### config.mk
export PLATFORM = sky130hd
export DESIGN_NAME = alu_fu_sched_flat
export DESIGN_NICKNAME = d
export VERILOG_FILES = /design/src/rtl/alu_fu_sched_if.sv /design/src/rtl/alu_fu_sched.sv /design/src/flat_wrapper.sv
export SDC_FILE = /design/constraint.sdc
export NUM_CORES = 1
export LEC_CHECK = 0
export BUFFER_PORTS_ARGS = -buffer_cell sky130_fd_sc_hd__buf_2
export CAP_MARGIN = 20
export CORE_AREA = 10 10 176 178
export CTS_BUF_LIST = sky130_fd_sc_hd__clkbuf_8
export DETAILED_ROUTE_END_ITERATION = 10
export DIE_AREA = 0 0 186 188
export GPL_TIMING_DRIVEN = 1
export SLEW_MARGIN = 30
export SYNTH_ARGS = -nofsm -noshare
export SYNTH_HDL_FRONTEND = slang
export SYNTH_SLANG_ARGS = --single-unit
### constraint.sdc
create_clock -name clk -period 2 [get_ports clk]
set_input_delay 0.1 -clock clk [delete_from_list [all_inputs] [get_ports clk]]
set_output_delay 0.1 -clock clk [all_outputs]
set_load 0.1 [all_outputs]
### src/rtl/alu_fu_sched_if.sv
// Bundle between the issue scheduler and its environment: the requester
// slots, the shared ALU functional unit and the common-data-bus write-back.
//
// Handshake rules:
//   - req_valid/req_ready: a slot's operands are taken in the one cycle in
//     which req_ready[i] is high. req_ready is a one-hot pulse. A slot may drop
//     req_valid at any time before it is granted.
//   - fu_en: a single-cycle strobe. The FU latches ctrl/a/b on it and later
//     answers with a one-cycle fu_finish together with res/zero/overflow.
//   - wb_valid/wb_ready: a result transfers on a cycle with both high. While
//     wb_valid is high and wb_ready is low, every wb_* signal holds steady.
interface alu_fu_sched_if #(
    parameter int N_REQ = 4,
    parameter int TAG_W = 3
);
    logic [N_REQ-1:0]       req_valid;
    logic [4*N_REQ-1:0]     req_ctrl;
    logic [32*N_REQ-1:0]    req_a;
    logic [32*N_REQ-1:0]    req_b;
    logic [TAG_W*N_REQ-1:0] req_tag;
    logic [N_REQ-1:0]       req_ready;

    logic                   fu_en;
    logic [3:0]             fu_ctrl;
    logic [31:0]            fu_a;
    logic [31:0]            fu_b;
    logic [31:0]            fu_res;
    logic                   fu_zero;
    logic                   fu_overflow;
    logic                   fu_finish;

    logic                   wb_valid;
    logic                   wb_ready;
    logic [TAG_W-1:0]       wb_tag;
    logic [2:0]             wb_src;
    logic [31:0]            wb_res;
    logic                   wb_zero;
    logic                   wb_overflow;

    // Scheduler side
    modport master (
        input  req_valid, req_ctrl, req_a, req_b, req_tag,
        output req_ready,
        output fu_en, fu_ctrl, fu_a, fu_b,
        input  fu_res, fu_zero, fu_overflow, fu_finish,
        output wb_valid, wb_tag, wb_src, wb_res, wb_zero, wb_overflow,
        input  wb_ready
    );

    // Requesters, functional unit and write-back consumer side
    modport slave (
        output req_valid, req_ctrl, req_a, req_b, req_tag,
        input  req_ready,
        input  fu_en, fu_ctrl, fu_a, fu_b,
        output fu_res, fu_zero, fu_overflow, fu_finish,
        input  wb_valid, wb_tag, wb_src, wb_res, wb_zero, wb_overflow,
        output wb_ready
    );
endinterface

### src/rtl/alu_fu_sched.sv
// Issue scheduler for the single shared multi-cycle ALU functional unit.
// It grants requester slots round-robin and captures the granted operands.
// It strobes the FU once per operation and collects the result on finish.
// It then holds the tagged result on the write-back port until it is accepted.
// A watchdog reissues the operation if the FU never answers.
module alu_fu_sched #(
    parameter int N_REQ   = 4,
    parameter int TAG_W   = 3,
    parameter int TIMEOUT = 8
) (
    input  logic                clk,
    input  logic                rst_n,
    alu_fu_sched_if.master      bus,
    output logic                err_timeout,
    output logic [31:0]         op_count,
    output logic [1:0]          state_dbg
);

    localparam int         IDX_W      = (N_REQ > 1) ? $clog2(N_REQ) : 1;
    localparam logic [4:0] WDOG_LIMIT = 5'(TIMEOUT);
    localparam logic [4:0] WDOG_MAX   = 5'd31;

    typedef enum logic [1:0] {
        S_IDLE  = 2'd0,
        S_ISSUE = 2'd1,
        S_WAIT  = 2'd2,
        S_WB    = 2'd3
    } state_t;

    state_t             state_q, state_d;

    // Arbitration pointer and captured operation
    logic [IDX_W-1:0]   last_q;
    logic [3:0]         op_ctrl_q;
    logic [31:0]        op_a_q;
    logic [31:0]        op_b_q;
    logic [TAG_W-1:0]   op_tag_q;
    logic [IDX_W-1:0]   op_src_q;

    // Watchdog counting WAIT cycles without a finish
    logic [4:0]         wdog_q;

    // Write-back holding registers
    logic [TAG_W-1:0]   wb_tag_q;
    logic [2:0]         wb_src_q;
    logic [31:0]        wb_res_q;
    logic               wb_zero_q;
    logic               wb_ovf_q;

    logic               err_q;
    logic [31:0]        cnt_q;

    // Combinational arbitration / control strobes
    logic               grant_found;
    logic [IDX_W-1:0]   grant_idx;
    logic [IDX_W-1:0]   cand;
    logic [3:0]         sel_ctrl;
    logic [31:0]        sel_a;
    logic [31:0]        sel_b;
    logic [TAG_W-1:0]   sel_tag;
    logic               grant_fire;
    logic               capture;
    logic               reissue;
    logic               wb_fire;

    // Round-robin search: first valid slot starting just after the last grant
    always_comb begin
        grant_found = 1'b0;
        grant_idx   = '0;
        cand        = '0;
        for (int k = 1; k <= N_REQ; k++) begin
            cand = IDX_W'((int'(last_q) + k) % N_REQ);
            if (!grant_found && bus.req_valid[cand]) begin
                grant_found = 1'b1;
                grant_idx   = cand;
            end
        end
    end

    // Operand mux for the slot selected by the arbiter
    always_comb begin
        sel_ctrl = '0;
        sel_a    = '0;
        sel_b    = '0;
        sel_tag  = '0;
        for (int i = 0; i < N_REQ; i++) begin
            if (grant_idx == IDX_W'(i)) begin
                sel_ctrl = bus.req_ctrl[i*4 +: 4];
                sel_a    = bus.req_a[i*32 +: 32];
                sel_b    = bus.req_b[i*32 +: 32];
                sel_tag  = bus.req_tag[i*TAG_W +: TAG_W];
            end
        end
    end

    // FSM next-state and single-cycle strobes
    always_comb begin
        state_d    = state_q;
        grant_fire = 1'b0;
        capture    = 1'b0;
        reissue    = 1'b0;
        wb_fire    = 1'b0;
        case (state_q)
            S_IDLE: begin
                if (grant_found) begin
                    grant_fire = 1'b1;
                    state_d    = S_ISSUE;
                end
            end
            S_ISSUE: begin
                state_d = S_WAIT;
            end
            S_WAIT: begin
                // A finish arriving on the last watchdog cycle still wins
                if (bus.fu_finish) begin
                    capture = 1'b1;
                    state_d = S_WB;
                end else if (wdog_q == WDOG_LIMIT) begin
                    reissue = 1'b1;
                    state_d = S_ISSUE;
                end
            end
            S_WB: begin
                if (bus.wb_ready) begin
                    wb_fire = 1'b1;
                    state_d = S_IDLE;
                end
            end
            default: state_d = S_IDLE;
        endcase
    end

    // FSM state register
    always_ff @(posedge clk or negedge rst_n) begin
        if (!rst_n) begin
            state_q <= S_IDLE;
        end else begin
            state_q <= state_d;
        end
    end

    // Capture the granted slot's operation and advance the round-robin pointer
    always_ff @(posedge clk or negedge rst_n) begin
        if (!rst_n) begin
            last_q    <= IDX_W'(N_REQ - 1);
            op_ctrl_q <= '0;
            op_a_q    <= '0;
            op_b_q    <= '0;
            op_tag_q  <= '0;
            op_src_q  <= '0;
        end else if (grant_fire) begin
            last_q    <= grant_idx;
            op_ctrl_q <= sel_ctrl;
            op_a_q    <= sel_a;
            op_b_q    <= sel_b;
            op_tag_q  <= sel_tag;
            op_src_q  <= grant_idx;
        end
    end

    // Watchdog: cleared on every issue, counts (saturating) while waiting
    always_ff @(posedge clk or negedge rst_n) begin
        if (!rst_n) begin
            wdog_q <= '0;
        end else if (state_q == S_ISSUE) begin
            wdog_q <= '0;
        end else if (state_q == S_WAIT && !bus.fu_finish && wdog_q != WDOG_MAX) begin
            wdog_q <= wdog_q + 5'd1;
        end
    end

    // Latch the FU result with its tag; frozen for the whole WB stay
    always_ff @(posedge clk or negedge rst_n) begin
        if (!rst_n) begin
            wb_tag_q  <= '0;
            wb_src_q  <= '0;
            wb_res_q  <= '0;
            wb_zero_q <= 1'b0;
            wb_ovf_q  <= 1'b0;
        end else if (capture) begin
            wb_tag_q  <= op_tag_q;
            wb_src_q  <= 3'(op_src_q);
            wb_res_q  <= bus.fu_res;
            wb_zero_q <= bus.fu_zero;
            wb_ovf_q  <= bus.fu_overflow;
        end
    end

    // Sticky reissue flag and completed write-back counter
    always_ff @(posedge clk or negedge rst_n) begin
        if (!rst_n) begin
            err_q <= 1'b0;
            cnt_q <= '0;
        end else begin
            if (reissue) begin
                err_q <= 1'b1;
            end
            if (wb_fire) begin
                cnt_q <= cnt_q + 32'd1;
            end
        end
    end

    // Grant pulse only in IDLE; FU strobe only in ISSUE, so never back-to-back
    assign bus.req_ready   = grant_fire ? (N_REQ'(1) << grant_idx) : '0;
    assign bus.fu_en       = (state_q == S_ISSUE);
    assign bus.fu_ctrl     = op_ctrl_q;
    assign bus.fu_a        = op_a_q;
    assign bus.fu_b        = op_b_q;

    assign bus.wb_valid    = (state_q == S_WB);
    assign bus.wb_tag      = wb_tag_q;
    assign bus.wb_src      = wb_src_q;
    assign bus.wb_res      = wb_res_q;
    assign bus.wb_zero     = wb_zero_q;
    assign bus.wb_overflow = wb_ovf_q;

    assign err_timeout     = err_q;
    assign op_count        = cnt_q;
    assign state_dbg       = state_q;

endmodule

### src/flat_wrapper.sv
// flat-port wrapper written by rule: the top's interface ports become plain ports
module alu_fu_sched_flat 
#(
    parameter int N_REQ   = 4,
    parameter int TAG_W   = 3,
    parameter int TIMEOUT = 8
)
  (clk, rst_n, err_timeout, op_count, state_dbg, bus_req_valid, bus_req_ctrl, bus_req_a, bus_req_b, bus_req_tag, bus_req_ready, bus_fu_en, bus_fu_ctrl, bus_fu_a, bus_fu_b, bus_fu_res, bus_fu_zero, bus_fu_overflow, bus_fu_finish, bus_wb_valid, bus_wb_tag, bus_wb_src, bus_wb_res, bus_wb_zero, bus_wb_overflow, bus_wb_ready);
  alu_fu_sched_if #(.N_REQ(N_REQ), .TAG_W(TAG_W)) bus_i ();
  input  logic clk;
  input  logic rst_n;
  output logic err_timeout;
  output logic [31:0] op_count;
  output logic [1:0] state_dbg;
  input wire logic [$bits(bus_i.req_valid)-1:0] bus_req_valid;
  input wire logic [$bits(bus_i.req_ctrl)-1:0] bus_req_ctrl;
  input wire logic [$bits(bus_i.req_a)-1:0] bus_req_a;
  input wire logic [$bits(bus_i.req_b)-1:0] bus_req_b;
  input wire logic [$bits(bus_i.req_tag)-1:0] bus_req_tag;
  output wire logic [$bits(bus_i.req_ready)-1:0] bus_req_ready;
  output wire logic [$bits(bus_i.fu_en)-1:0] bus_fu_en;
  output wire logic [$bits(bus_i.fu_ctrl)-1:0] bus_fu_ctrl;
  output wire logic [$bits(bus_i.fu_a)-1:0] bus_fu_a;
  output wire logic [$bits(bus_i.fu_b)-1:0] bus_fu_b;
  input wire logic [$bits(bus_i.fu_res)-1:0] bus_fu_res;
  input wire logic [$bits(bus_i.fu_zero)-1:0] bus_fu_zero;
  input wire logic [$bits(bus_i.fu_overflow)-1:0] bus_fu_overflow;
  input wire logic [$bits(bus_i.fu_finish)-1:0] bus_fu_finish;
  output wire logic [$bits(bus_i.wb_valid)-1:0] bus_wb_valid;
  output wire logic [$bits(bus_i.wb_tag)-1:0] bus_wb_tag;
  output wire logic [$bits(bus_i.wb_src)-1:0] bus_wb_src;
  output wire logic [$bits(bus_i.wb_res)-1:0] bus_wb_res;
  output wire logic [$bits(bus_i.wb_zero)-1:0] bus_wb_zero;
  output wire logic [$bits(bus_i.wb_overflow)-1:0] bus_wb_overflow;
  input wire logic [$bits(bus_i.wb_ready)-1:0] bus_wb_ready;
  assign bus_i.req_valid = bus_req_valid;
  assign bus_i.req_ctrl = bus_req_ctrl;
  assign bus_i.req_a = bus_req_a;
  assign bus_i.req_b = bus_req_b;
  assign bus_i.req_tag = bus_req_tag;
  assign bus_req_ready = bus_i.req_ready;
  assign bus_fu_en = bus_i.fu_en;
  assign bus_fu_ctrl = bus_i.fu_ctrl;
  assign bus_fu_a = bus_i.fu_a;
  assign bus_fu_b = bus_i.fu_b;
  assign bus_i.fu_res = bus_fu_res;
  assign bus_i.fu_zero = bus_fu_zero;
  assign bus_i.fu_overflow = bus_fu_overflow;
  assign bus_i.fu_finish = bus_fu_finish;
  assign bus_wb_valid = bus_i.wb_valid;
  assign bus_wb_tag = bus_i.wb_tag;
  assign bus_wb_src = bus_i.wb_src;
  assign bus_wb_res = bus_i.wb_res;
  assign bus_wb_zero = bus_i.wb_zero;
  assign bus_wb_overflow = bus_i.wb_overflow;
  assign bus_i.wb_ready = bus_wb_ready;
  alu_fu_sched #(.N_REQ(N_REQ), .TAG_W(TAG_W), .TIMEOUT(TIMEOUT)) u_core (.clk(clk), .rst_n(rst_n), .bus(bus_i), .err_timeout(err_timeout), .op_count(op_count), .state_dbg(state_dbg));
endmodule
## Word level (Yosys, flattened, before mapping)

Cells that the tools add are included.

| word-level totals | value |
|---|---|
| register bits after elaboration | 154 |
| input port bits | 326 |
| output and inout port bits | 149 |
| word-level logic and storage cells | 99 |

| cells by class | value |
|---|---|
| $add $sub $neg | 6 |
| $lt $le $gt $ge | 4 |
| equality and inequality tests | 11 |
| shift operators | 1 |
| multiplexer cells | 49 |
| reduce and logical (&&, ||, !) cells | 13 |

Operators with widths:

| cell | count |
|---|---|
| 2-to-1 mux 32 bit | 8 |
| adder 32 x 1 -> 32 bit (second input constant) | 1 |
| 2-to-1 mux 4 bit | 5 |
| 2-to-1 mux 1 bit | 17 |
| 2-to-1 mux 2 bit | 8 |
| less-than comparator 2 x 3 -> 1 bit (second input constant) | 4 |
| 2-to-1 mux 3 bit | 4 |
| 2-to-1 mux 5 bit | 2 |
| binary-select mux 1 bit (select 2 bit) | 4 |
| equality test 2 bit (second input constant) | 4 |
| one-hot mux 2 bit (4 select lines) | 1 |
| adder 5 x 1 -> 5 bit (second input constant) | 1 |
| equality test 5 x 4 -> 1 bit (second input constant) | 1 |
| logical AND 1 bit | 5 |
| != test 5 bit (second input constant) | 1 |
| adder 2 x 1 -> 2 bit (second input constant) | 2 |
| adder 2 bit (second input constant) | 2 |
| equality test 2 x 1 -> 1 bit (second input constant) | 2 |
| zero test 1 bit | 4 |
| zero test 2 bit | 2 |
| != test 2 x 1 -> 1 bit (second input constant) | 2 |
| << shifter 1 x 2 -> 4 bit (first input constant) | 1 |
| != test 3 x 2 -> 1 bit (second input constant) | 1 |
| AND reduction 3 bit | 1 |
| nonzero test 2 bit | 1 |

## Depth between registers and ports, before layout

Gate-level depths: netlist of the first run.

| logic depth | value |
|---|---|
| depth in word-level cells | 18 |
| depth in mapped cells | 9 |
| depth with buffers taken out | 8 |

## Worst setup path before layout of the first run

Ideal clock, no wire load.

| timing path | value |
|---|---|
| path type | register to output |
| start point | register u_core.state_q[1], in the netlist u_core.state_dbg[1] |
| end point | output port bus_req_ready[3] |
| arrival | 3886 ps |
| required time | 1900 ps |
| setup slack | -1986 ps |
| stages on the path, launching flop included | 6 |
| buffers on the path | 3 |
| path through | dfrtp_1 > buf_4 > a211o_1 > clkbuf_1 > buf_1 > nor3_1 |

| on the way | value |
|---|---|
| word-level cells in the longest chain between the ends | 3 |

Ends and longest elaborated chain:

| element | RTL line | source |
|---|---|---|
| start, declared | alu_fu_sched.sv:30 | `state_t state_q, state_d;` |
| start signal, assigned | alu_fu_sched.sv:138 | `state_q <= state_d;` |
| zero test 2 bit | alu_fu_sched.sv:103 | `case (state_q)` |
| 2-to-1 mux 1 bit | alu_fu_sched.sv:103 |  |
| 2-to-1 mux 4 bit | alu_fu_sched.sv:205 | `assign bus.req_ready = grant_fire ? (N_REQ'(1) << grant_idx) : '0;` |
| end, declared | flat_wrapper.sv:20 | `output wire logic [$bits(bus_i.req_ready)-1:0] bus_req_ready;` |

Every way passes these cells.

## Final worst setup path of the first run

| timing path | value |
|---|---|
| start point | register u_core.last_q[1] |
| end point | register u_core.op_ctrl_q[2], in the netlist u_core.bus.fu_ctrl[2] |

| on the way | value |
|---|---|
| word-level cells in the longest chain between the ends | 18 |
| elaborated cells between the ends (all ways) | 36 |
| those cells by class | add/sub: 4; eq/ne: 3; mux: 22; reduce/logical: 7 |

Ends and longest elaborated chain:

| element | RTL line | source |
|---|---|---|
| start, declared | alu_fu_sched.sv:33 | `logic [IDX_W-1:0] last_q;` |
| start signal, assigned | alu_fu_sched.sv:145 | `last_q <= IDX_W'(N_REQ - 1);` |
| start signal, assigned | alu_fu_sched.sv:152 | `last_q <= grant_idx;` |
| adder 2 x 1 -> 2 bit | alu_fu_sched.sv:72 | `cand = IDX_W'((int'(last_q) + k) % N_REQ);` |
| binary-select mux 1 bit (select 2 bit) | alu_fu_sched.sv:73 | `if (!grant_found && bus.req_valid[cand]) begin` |
| 2-to-1 mux 1 bit (not written as such) | alu_fu_sched.sv:73 |  |
| 2-to-1 mux 1 bit | alu_fu_sched.sv:73 |  |
| zero test 1 bit | alu_fu_sched.sv:73 |  |
| logical AND 1 bit | alu_fu_sched.sv:73 |  |
| 2-to-1 mux 1 bit | alu_fu_sched.sv:73 |  |
| zero test 1 bit | alu_fu_sched.sv:73 |  |
| logical AND 1 bit | alu_fu_sched.sv:73 |  |
| 2-to-1 mux 1 bit | alu_fu_sched.sv:73 |  |
| zero test 1 bit | alu_fu_sched.sv:73 |  |
| logical AND 1 bit | alu_fu_sched.sv:73 |  |
| 2-to-1 mux 2 bit | alu_fu_sched.sv:73 |  |
| zero test 2 bit | alu_fu_sched.sv:87 | `if (grant_idx == IDX_W'(i)) begin` |
| 2-to-1 mux 4 bit (4 in series) | alu_fu_sched.sv:87 |  |
| end signal, assigned | alu_fu_sched.sv:153 | `op_ctrl_q <= sel_ctrl;` |
| end, declared | alu_fu_sched.sv:34 | `logic [3:0] op_ctrl_q;` |

Parallel ways exist; a longest one is shown, timed or not. The select of a mux whose other input is x is not followed.
A chain may end at the register's enable or synchronous reset.

==> results of run 1 <==
==> worst max-delay path: stages (launching register included) <==
cell,delay (ps)
dfstp_2,600
buf_6,130
nand2_2,40
o22a_1,220
and2_4,170
buf_6,150
buf_12,140
a2111oi_1,540
a211oi_1,130
==> cell usage after synthesis (2+ instances only) <==
cell / number / area [µm²]
inv_1: 9 / 33.8
mux2_2: 40 / 450
and2_0: 2 / 12.5
nand2_1: 77 / 289
o221ai_1: 45 / 394
and2_1: 3 / 18.8
nor2_1: 41 / 154
dfstp_2: 2 / 52.6
xnor2_1: 18 / 158
nor3b_1: 4 / 30.0
dfrtp_1: 152 / 3800
a21oi_1: 2 / 10.0
a31oi_1: 2 / 12.5
buf_12: 9 / 180
o211ai_1: 2 / 15.0
buf_1: 2 / 7.51
o22ai_1: 5 / 31.3
a211oi_1: 22 / 165
nand4_1: 6 / 37.5
a21boi_0: 22 / 165
nor2b_1: 5 / 31.3
nand2b_1: 2 / 12.5
buf_2: 6 / 30.0
and3_1: 6 / 37.5
clkbuf_1: 29 / 109
a2111oi_2: 2 / 30.0
buf_6: 7 / 78.8
ha_1: 4 / 50.1
a2111oi_0: 20 / 175
o21ai_0: 8 / 40.0
mux2i_1: 116 / 1160
nand3_1: 10 / 50.1
buf_4: 5 / 37.5
a2bb2oi_1: 4 / 35.0
nor3_1: 3 / 15.0
xor2_1: 13 / 114
and4_1: 4 / 35.0
o31ai_1: 4 / 30.0
==> timing repair <==
action / in CTS / in global routing
pin swaps: 46 / 36
setup endpoints to repair: 54 / 78
gates resized for setup: 94 / 104
gates cloned: 5 / 4
setup buffers: 19 / 19
hold buffers: 254 / 4
hold endpoints to repair: 255 / 3
==> layout make-up <==
class,count,area share (%)
Antenna cell,12,0.187
Tap cell,346,2.70
Inverter,9,0.211
Clock inverter,15,1.12
Timing Repair Buffer,842,40.2
Clock buffer,17,1.46
Sequential cell,154,24.3
Multi-Input combinational cell,511,29.8
==> flip-flops by register name, summed over array words and instances, names as in the netlist, 3 cells and up <==
register	count
u_core.op_tag_q	3
u_core.bus.fu_ctrl	4
u_core.op_count	32
u_core.bus.wb_tag	3
u_core.bus.fu_b	32
u_core.bus.wb_res	32
u_core.bus.fu_a	32
u_core.wdog_q	5
==> worst paths after layout <==
check                                        endpoint  depth (start not counted)  slack (ps)
worst max-delay path            u_core.bus.fu_ctrl[2]                          8        -270
worst min-delay path              u_core.bus.fu_a[28]                          3          20
worst max register to register  u_core.bus.fu_ctrl[2]                          8        -270
worst min register to register     u_core.err_timeout                          1         480
max in group asynchronous          u_core.op_count[7]                          3        1210
min in group asynchronous       u_core.bus.wb_res[17]                          2         100
==> stage by stage <==
stage	TNS (ps)	hold WS [ps]	instance area, µm²	utilization (%)	std cells
3_3_place_gp	-213	33.1	11500	41.9	1560
5_1_grt	-15280	-2.61	16000	58.3	1903
2_1_floorplan	-601	-196	8400	-	732
3_5_place_dp	-847	30.4	11500	41.9	1560
6_report	-10380	21.0	16000	58.3	1906
4_1_cts	-8110	0.724	15200	55.4	1870
==> cell usage in the layout (no fill, tap or decap), types with 13 or more instances in the layout <==
master	count
mux2i_1	83
buf_6	22
nand2_1	72
clkbuf_8	17
dlygate4sd3_1	258
xor2_1	13
nor2_1	38
a2111oi_4	19
xnor2_1	18
buf_4	48
buf_2	468
mux2i_2	22
buf_12	26
o221ai_1	37
dfrtp_1	132
mux2_2	40
a21boi_0	18
==> power by group through the flow <==
stage	Combinational, mW	Clock [mW]	Sequential (mW)
2_1_floorplan	4.54	0	13.4
3_3_place_gp	16.0	0	5.26
3_5_place_dp	16.1	0	5.32
4_1_cts	17.8	2.67	5.27
5_1_grt	19.7	2.80	5.45
6_report	19.1	2.59	5.30
==> layer usage <==
layer  up-vias  share of wire (%)  track usage, %  wire, µm
met1      4681                 37            24.3     15400
met3       115                9.8            7.50      4080
met4         0                3.9            9.93      1630
li1       4336                  -               -         -
met2       568                 50            36.2     20700
met5         -                  0               0         0
==> logic make-up after synthesis <==
logic type                 after synthesis  synth area share [%]
buffers and inverters                   67                  5.77
muxes                                  156                  19.5
xor gates and xnor gates                31                  3.28
other                                    1                0.0454
DFF                                    154                  46.6
and+or+nand+nor                        170                  9.52
AOI/OAI and AO/OA                      149                  14.6
adders and majority gates                4                 0.605
==> results by group, run 1 <==
Run status
  – Status: finished, violations left
  – Failing checks: negative setup slack

GRT
  – GRT Total Usage: 21.7%
  – Largest net degree at the start of global routing: 52
  – GR Overflow Total: 0
  – Initial antenna violation count: 9
  – Global-route wire length before repair: 60000 µm
  – Vias in the first global route: 10400

Synthesis
  – FF+latch count, synth: 154
  – Async S/R FF share, synth: 100%
  – Synthesized cell area: 8270 µm²
  – Mean post-synth cell area: 11.3 µm²
  – Cells after Synth: 732
  – Post-synthesis sequential area ratio: 46.6%
  – Main flop type after synthesis: dfrtp_1
  – Synth unique cells: 57
  – Syn nets: 1062
  – Post-synth EDFFs: 0
  – Yosys warns: 0

STA
  – Fin crit share: 113%
  – Final slew viol count: 0
  – Clk_skew: 23.6 ps
  – RSZ-0062 raised after global routing: yes
  – Max-slew headroom: 63.1%
  – Hold Vio Cnt, Final: 0
  – Max Freq: 441 MHz
  – Fin crit period: 2270 ps
  – Setup WS post-layout: -266 ps
  – Worst slew pin tran: 558 ps
  – Final setup vio count: 70

Drt
  – WL/cell: 21.9 µm
  – Post-Route WL: 41800 µm
  – Vias: 9700
  – DR pass1 iterations: 5
  – Initial DRC count: 536
  – Vias per cell: 5.09
  – ANT nets after route: 0
  – Drt drc: 0

Critical path
  – Setup crit end kind: flop
  – Worst Setup SP: u_core.last_q[1]
  – Worst r2r src: u_core.last_q[1]
  – CP arrival: 2570 ps
  – Critical path required time: 2300 ps
  – WS Path Type: reg2reg
  – CP max FO: 6
  – Startpoint type of the worst setup path: flop

Layout
  – Area of the multi-input gates: 4770 µm²
  – Area grow syn2layout: 93.8%
  – Fillers: 2101
  – Share of layout cells above drive strength 1: 50.5%
  – Reg area: 3900 µm²
  – Fin nets: 1865

Floorplanning
  – Die H: 188 µm
  – Die ar.: 35000 µm²
  – Core box area: 27500 µm²
  – Starting Density: 30.1%
  – Die Wd: 186 µm
  – Core Rows: 61
  – Ports: 475

Placement
  – Post-DP HPWL: 26600 µm
  – Gp weighted congestion: 0.878
  – Port Buffers: 473
  – Pre-CTS setup slack: -117 ps

Power
  – Int Pwr: 11.1 mW
  – Sw frac: 58.7%
  – NetSw: 15.8 mW
  – P per Cell Area: 1680 nW/µm²
  – Register share of total power: 19.6%
  – Tot Pwr: 27.0 mW
  – VDD IR max: 0.00201 V
  – Combinational Power Share: 70.8%
  – LEAKAGE: 7.58 nW
  – Clk pwr share: 9.6%

Clocking
  – Clk_lat worst skew: 460 ps
  – CTS tree: yes
  – Clock root buffer: clkbuf_8
  – Worst-case clock buffer depth: 2
  – H-tree levels: 4
  – Num CTS Buffers: 17
  – TritonCTS Sinks: 154
  – CTS clk-pin slew, worst paths: 110 ps

Worst hold path
  – Hold Path Class: in2reg
  – Hold Startpoint: bus_req_a[28]

Run
  – Max Cap Violations: 0
No activity file was read; power rests on OpenSTA's default activity.
==> run 2: changes to the inputs <==
CORE_AREA = 10 10 178 180   (was 10 10 176 178)
DIE_AREA = 0 0 188 190   (was 0 0 186 188)
clock period = 2.1 ns   (was 2 ns; I/O delays follow)
==> run 2 against run 1 <==
  * Clock power fell by 10%
  * Utilization fell by 3.7 points
  * Sequential power fell by 4.5%
  * Via count fell by 1.7%
  * Count of clock-buffer cells in the layout did not move
  * Sequential share of layout area rose by 0.88 points
  * Highest routed layer is now met5
  * Hold slack got worse by 16 ps
  * Largest power group unchanged
  * First-iteration DRC count rose by 12%
  * The flow still finishes with violations (negative setup slack)
==> results by group, run 2 (synthesis gave the netlist of run 1 again) <==
Run status
  – Status: finished, violations left
  – Failing checks: negative setup slack

STA
  – Setup WS post-layout: -150 ps (+117 ps)
  – Hold Vio Cnt, Final: 0 (unchanged)
  – Setup TNS: -3360 ps (+7020 ps)
  – Max-slew headroom: 62.4% (-0.65 points)
  – RSZ-0062 raised after global routing: yes
  – Fin crit share: 107%
  – Worst hold margin: 5.25 ps (-15.7 ps)
  – Fin crit period: 2250 ps
  – Final slew viol count: 0 (unchanged)
  – Final setup vio count: 50 (-29%)
  – Worst slew pin tran: 567 ps (+9.85 ps)
  – Max Freq: 444 MHz
  – Clk_skew: 21.0 ps (-2.62 ps)

Critical path
  – Worst path cell trace: mux2i_2 -> o22ai_2 -> a21oi_4 -> buf_12 -> and3_4 -> buf_12
  – CP arrival: 2140 ps (-430 ps)
  – Worst stage delay on the critical path: 600 ps (about the same)
  – Buf/Inv on CP: 2 (-1)
  – Slowest CP cell: dfstp_2
  – Setup crit end kind: primary output
  – Top delay family on crit path: flip-flops
  – Crit path depth: 6 (-2)
  – Worst Setup SP: u_core.last_q[1]
  – Critical path required time: 2000 ps (-300 ps)
  – Reg2Reg Depth: 9 (+1)
  – Startpoint type of the worst setup path: flop
  – R2R Setup Slk: -130 ps (+140 ps)
  – Worst r2r src: u_core.last_q[1]
  – WS Path Type: reg2out
  – Setup crit end: bus_req_ready[2]
  – FF-to-FF End: u_core.bus.fu_b[16]
  – Most used cell, CP: buf_12
  – CP max FO: 6 (unchanged)

Drt
  – Drt drc: 0 (unchanged)
  – Met2 WL: 20700 µm (-0.20%)
  – Initial DRC count: 598 (+12%)
  – WL/cell: 22.6 µm (+2.9%)
  – Met1 wire length: 15900 µm (+3.6%)
  – Post-Route WL: 42700 µm (+2.1%)
  – Vias per cell: 5.04 (-0.90%)
  – ANT nets after route: 0 (unchanged)
  – Vias: 9537 (-1.7%)
  – DR pass1 iterations: 6 (+1)
  – Met3 WL: 3990 µm (-2.2%)
  – Top layer in use: met5

Placement
  – Port Buffers: 473 (unchanged)
  – Placed cell area: 11300 µm² (-1.9%)
  – Pre-CTS setup slack: -347 ps (-231 ps)
  – Gp weighted congestion: 0.864 (-1.6%)
  – Post-DP HPWL: 26100 µm (-1.9%)

Floorplanning
  – Die H: 190 µm (+1.1%)
  – Ports: 475 (unchanged)
  – Core box area: 28200 µm² (+2.8%)
  – Die ar.: 35700 µm² (+2.2%)
  – Core Rows: 62 (+1.6%)
  – Die Wd: 188 µm (+1.1%)
  – Starting Density: 29.3% (-0.81 points)

Clocking
  – Clk_lat worst skew: 450 ps (about the same)
  – H-tree levels: 4 (unchanged)
  – TritonCTS Sinks: 154 (unchanged)
  – CTS clk-pin slew, worst paths: 110 ps (about the same)
  – Num CTS Buffers: 17 (unchanged)
  – CTS tree: yes
  – Clock root buffer: clkbuf_8
  – Worst-case clock buffer depth: 2 (unchanged)

Run
  – Max Cap Violations: 0 (unchanged)

GRT
  – GR Overflow Total: 0 (unchanged)
  – Global-route wire length before repair: 59400 µm (-0.92%)
  – Largest net degree at the start of global routing: 51 (-1.9%)
  – Initial antenna violation count: 6 (-3)
  – GRT Total Usage: 20.7% (-1.0 points)
  – Vias in the first global route: 10100 (-2.8%)

Layout
  – Design area: 15400 µm² (-3.7%)
  – Most frequent cells in the layout: 469 x buf_2, 230 x dlygate4sd3_1, 132 x dfrtp_1
  – Area grow syn2layout: 86.6%
  – Share of layout cells above drive strength 1: 50.7% (+0.18 points)
  – Final Util: 54.6% (-3.7 points)
  – Fin nets: 1818 (-2.5%)
  – Commonest non-fill, non-tap cell in the layout: buf_2

Power
  – VDD IR max: 0.00212 V (+5.5%)
  – P per Cell Area: 1630 nW/µm² (-3.4%)
  – LEAKAGE: 7.37 nW (-2.9%)

Worst hold path
  – Hold Path Class: in2reg
-- run 2: worst reg2reg max path, delay by kind of cell, from the launching register on --
family	cells	cell delay (ps)
flip-flops	1	600
multiplexers	1	260
AND/OR/NAND/NOR	2	280
buffers and inverters	4	630
AO/OA/AOI/OAI	2	320
-- run 2: cell type report --
class | count | area, µm²
fill | 2311 | 12800
inverter | 9 | 33.8
antenna | 6 | 15.0
sequential | 154 | 3890
clock buffer | 17 | 234
tap | 384 | 480
timing repair buffer | 795 | 5990
multi-input combinational | 511 | 4610
clock inverter | 15 | 173
-- run 2: through the flow --
step	cells	power [mW]
after global routing	1888	26.1
after CTS	1861	23.4
final	1891	25.1
after detailed placement	1577	20.1
after global placement	1577	20.0
after floorplan	732	17.1
-- run 2: worst min-delay path by stage --
stage,start,endpoint,slack [ps],depth (start not counted)
floorplan,rst_n,u_core.bus.fu_a[0],-190,0
global placement,rst_n,u_core.bus.fu_a[31],70,1
detailed placement,rst_n,u_core.bus.fu_ctrl[1],70,1
CTS,bus_req_a[2],u_core.bus.fu_a[2],0.5,3
global route,bus_req_b[82],u_core.bus.fu_b[18],6,3
finish,bus_req_a[97],u_core.bus.fu_a[1],5,3
-- run 2: report_power, final --
| part | internal [mW] | switching (mW) | total [mW] |
|---|---|---|---|
| logic | 4.93 | 12.8 | 17.7 |
| clock network | 0.906 | 1.42 | 2.33 |
| registers | 4.21 | 0.847 | 5.06 |
-- run 2: metal layers --
metal | global-route usage (%) | up-vias
li1 | - | 4249
met1 | 24.0 | 4542
met2 | 35.0 | 604
met3 | 6.81 | 140
met4 | 7.75 | 2
met5 | 0 | -
-- run 2: repair_timing --
| action | 4_1_cts | 5_1_grt |
|---|---|---|
| cloned | 4 | 12 |
| setup buffers | 22 | 10 |
| resized for setup | 32 | 140 |
| hold buffers | 226 | 4 |
| pin swaps | 7 | 31 |
| hold endpoints to repair | 201 | 3 |
| setup endpoints to repair | 8 | 82 |
==> run 3: changes to the inputs <==
CORE_AREA = 10 10 176 178   (was 10 10 178 180)
DIE_AREA = 0 0 186 188   (was 0 0 188 190)
==> run 3 against run 2 <==
  * The flow still finishes with violations (negative setup slack)
  * Sequential power decreased by 1%
  * Largest cell class unchanged
  * Final cell count shrank 0.26%
  * Critical endpoint is now u_core.bus.fu_ctrl[3]
  * Maximum frequency up 0.65%
  * Count of clock-buffer cells in the layout unchanged
  * Highest routed layer is now met4
  * Clock skew down 7.8 ps
  * Cell area grew 1.4%
  * Register-to-register slack is essentially flat
  * Non-clock buffer count grew 28
  * First-iteration DRC count did not move
==> results by group, run 3 (synthesis gave the netlist of run 1 again) <==
Power
  – LEAKAGE: 7.46 nW (+1.3%)
  – P per Cell Area: 1600 nW/µm² (-1.5%)
  – VDD IR max: 0.00176 V (-17%)
  – Tot Pwr: 25.1 mW (-0.11%)

Placement
  – Gp weighted congestion: 0.843 (-2.4%)
  – Placed cell area: 11200 µm² (-1.1%)
  – Port Buffers: 473 (unchanged)
  – Pre-CTS setup slack: 38.1 ps (+386 ps)
  – Post-DP HPWL: 25600 µm (-1.7%)

Clocking
  – Clk_lat worst skew: 450 ps (about the same)
  – Worst-case clock buffer depth: 2 (unchanged)
  – TritonCTS Sinks: 154 (unchanged)
  – CTS clk-pin slew, worst paths: 100 ps (about the same)
  – Clock root buffer: clkbuf_8
  – Num CTS Buffers: 17 (unchanged)
  – CTS tree: yes
  – H-tree levels: 4 (unchanged)

STA
  – Max-slew headroom: 62.8% (+0.39 points)
  – Final setup vio count: 45 (-10%)
  – RSZ-0062 raised after global routing: yes
  – Max Freq: 447 MHz (+0.65%)
  – Clk_skew: 13.3 ps (-7.76 ps)
  – Final slew viol count: 0 (unchanged)
  – Worst slew pin tran: 562 ps (-5.84 ps)
  – Fin crit period: 2240 ps (-14.5 ps)
  – Worst hold margin: 34.0 ps (+28.7 ps)
  – Setup WS post-layout: -135 ps (+14.5 ps)
  – Hold Vio Cnt, Final: 0 (unchanged)
  – Fin crit share: 106% (-0.69 points)

Critical path
  – Top delay family on crit path: compound AO/OA/AOI/OAI gates
  – Startpoint type of the worst setup path: flop
  – Most used cell, CP: buf_6
  – R2R Setup Slk: -140 ps (about the same)
  – Setup crit end: u_core.bus.fu_ctrl[3]
  – Worst path cell trace: buf_6 -> buf_4 -> nor2b_1 -> o21ai_2 -> a21oi_4 -> buf_6 -> buf_6 -> buf_6 -> buf_12 -> a2111oi_1 -> a211oi_2
  – Worst Setup SP: u_core.last_q[1]
  – Critical path required time: 2420 ps (+420 ps)
  – Reg2Reg Depth: 11 (+2)
  – CP arrival: 2550 ps (+410 ps)
  – CP max FO: 16 (+10)
  – Worst r2r src: u_core.last_q[1]
  – Setup crit end kind: flop
  – FF-to-FF End: u_core.bus.fu_ctrl[3]
  – WS Path Type: reg2reg
  – Worst stage delay on the critical path: 560 ps (-40 ps)
  – Crit path depth: 11 (+5)
  – Slowest CP cell: dfstp_2
  – Buf/Inv on CP: 6 (+4)

Layout
  – Share of layout cells above drive strength 1: 49.2% (-1.5 points)
  – Fin nets: 1846 (+1.5%)
  – Commonest non-fill, non-tap cell in the layout: buf_2
  – Fillers: 2150 (-7.0%)
  – Design area: 15600 µm² (+1.4%)
  – Most frequent cells in the layout: 469 x buf_2, 265 x dlygate4sd3_1, 132 x dfrtp_1
  – Final Util: 56.9% (+2.3 points)
  – Area grow syn2layout: 89.1%

GRT
  – Vias in the first global route: 10200 (+1.5%)
  – Initial antenna violation count: 12 (+6)
  – GR Overflow Total: 0 (unchanged)
  – Global-route wire length before repair: 58900 µm (-0.79%)
  – GRT Total Usage: 21.4% (+0.68 points)
  – Largest net degree at the start of global routing: 48 (-5.9%)

Drt
  – Vias per cell: 5.19 (+2.8%)
  – Initial DRC count: 598 (unchanged)
  – Post-Route WL: 43300 µm (+1.3%)
  – WL/cell: 22.9 µm (+1.6%)
  – ANT nets after route: 0 (unchanged)
  – DR pass1 iterations: 5 (-1)
  – Drt drc: 0 (unchanged)
  – Vias: 9782 (+2.6%)

Run
  – Max Cap Violations: 0 (unchanged)

Run status
  – Failing checks: negative setup slack
  – Status: finished, violations left

Floorplanning
  – Die ar.: 35000 µm² (-2.1%)
  – Core box area: 27500 µm² (-2.7%)
  – Starting Density: 30.1% (+0.81 points)
  – Die Wd: 186 µm (-1.1%)
  – Core Rows: 61 (-1.6%)
  – Die H: 188 µm (-1.1%)
  – Ports: 475 (unchanged)

Worst hold path
  – Hold Path Class: in2reg
==> run 3: cell count changes in the layout (fill, tap and decap cells not counted), sizes merged <==
cell / previous run / this run
buf: 555 / 549
clkinv: 9 / 8
bufbuf: 1 / 0
diode: 6 / 11
dlygate4sd3: 230 / 265
inv: 15 / 16
==> run 3: per-layer routing <==
metal	track usage, %	vias to the layer above	share of wire (%)
li1	-	4297	-
met1	22.9	4695	35
met2	36.3	640	50
met3	7.64	150	11
met4	10.6	0	5.1
met5	0	-	0
==> run 3: worst min-delay path, cell delays in order <==
cell	delay (ps)
buf_2	90
a2111oi_2	60
a211oi_2	190
==> run 3: worst min path at each step <==
| stage | start | end | cells past startpoint |
|---|---|---|---|
| 6_report | bus_req_tag[11] | u_core.op_tag_q[2] | 3 |
| 5_1_grt | bus_req_b[113] | u_core.bus.fu_b[17] | 3 |
| 4_1_cts | bus_req_a[55] | u_core.bus.fu_a[23] | 3 |
| 3_5_place_dp | rst_n | u_core.bus.wb_res[11] | 1 |
| 3_3_place_gp | rst_n | u_core.bus.wb_res[25] | 1 |
| 2_1_floorplan | rst_n | u_core.bus.fu_a[0] | 0 |
==> run 3: metrics by stage <==
| stage | instances | setup TNS, ps |
|---|---|---|
| 2_1_floorplan | 732 | -209 |
| 3_3_place_gp | 1531 | 0 |
| 3_5_place_dp | 1531 | 0 |
| 4_1_cts | 1841 | -537 |
| 5_1_grt | 1886 | -6740 |
| 6_report | 1886 | -2790 |
==> run 3: cell type report <==
type / count / area, µm² / area share (%)
multi-input combinational: 511 / 4560 / 29.2
timing repair buffer: 823 / 6280 / 40.2
clock buffer: 17 / 234 / 1.50
tap: 346 / 433 / 2.77
antenna: 11 / 27.5 / 0.176
clock inverter: 15 / 173 / 1.10
sequential: 154 / 3890 / 24.9
inverter: 9 / 33.8 / 0.216
==> run 3: what timing repair did <==
item | in CTS | in global routing
resized for setup | 37 | 138
pin swaps | 8 | 24
buffers inserted | 21 | 10
endpoints found under the setup margin | 4 | 74
gates cloned | 3 | 14
endpoints found under the hold margin | 228 | 8
hold buffers | 254 | 11
==> run 3: power by group <==
group	total (mW)	internal (mW)	switching (mW)
combinational	17.7	4.90	12.8
sequential	5.01	4.21	0.803
clock	2.33	0.907	1.43
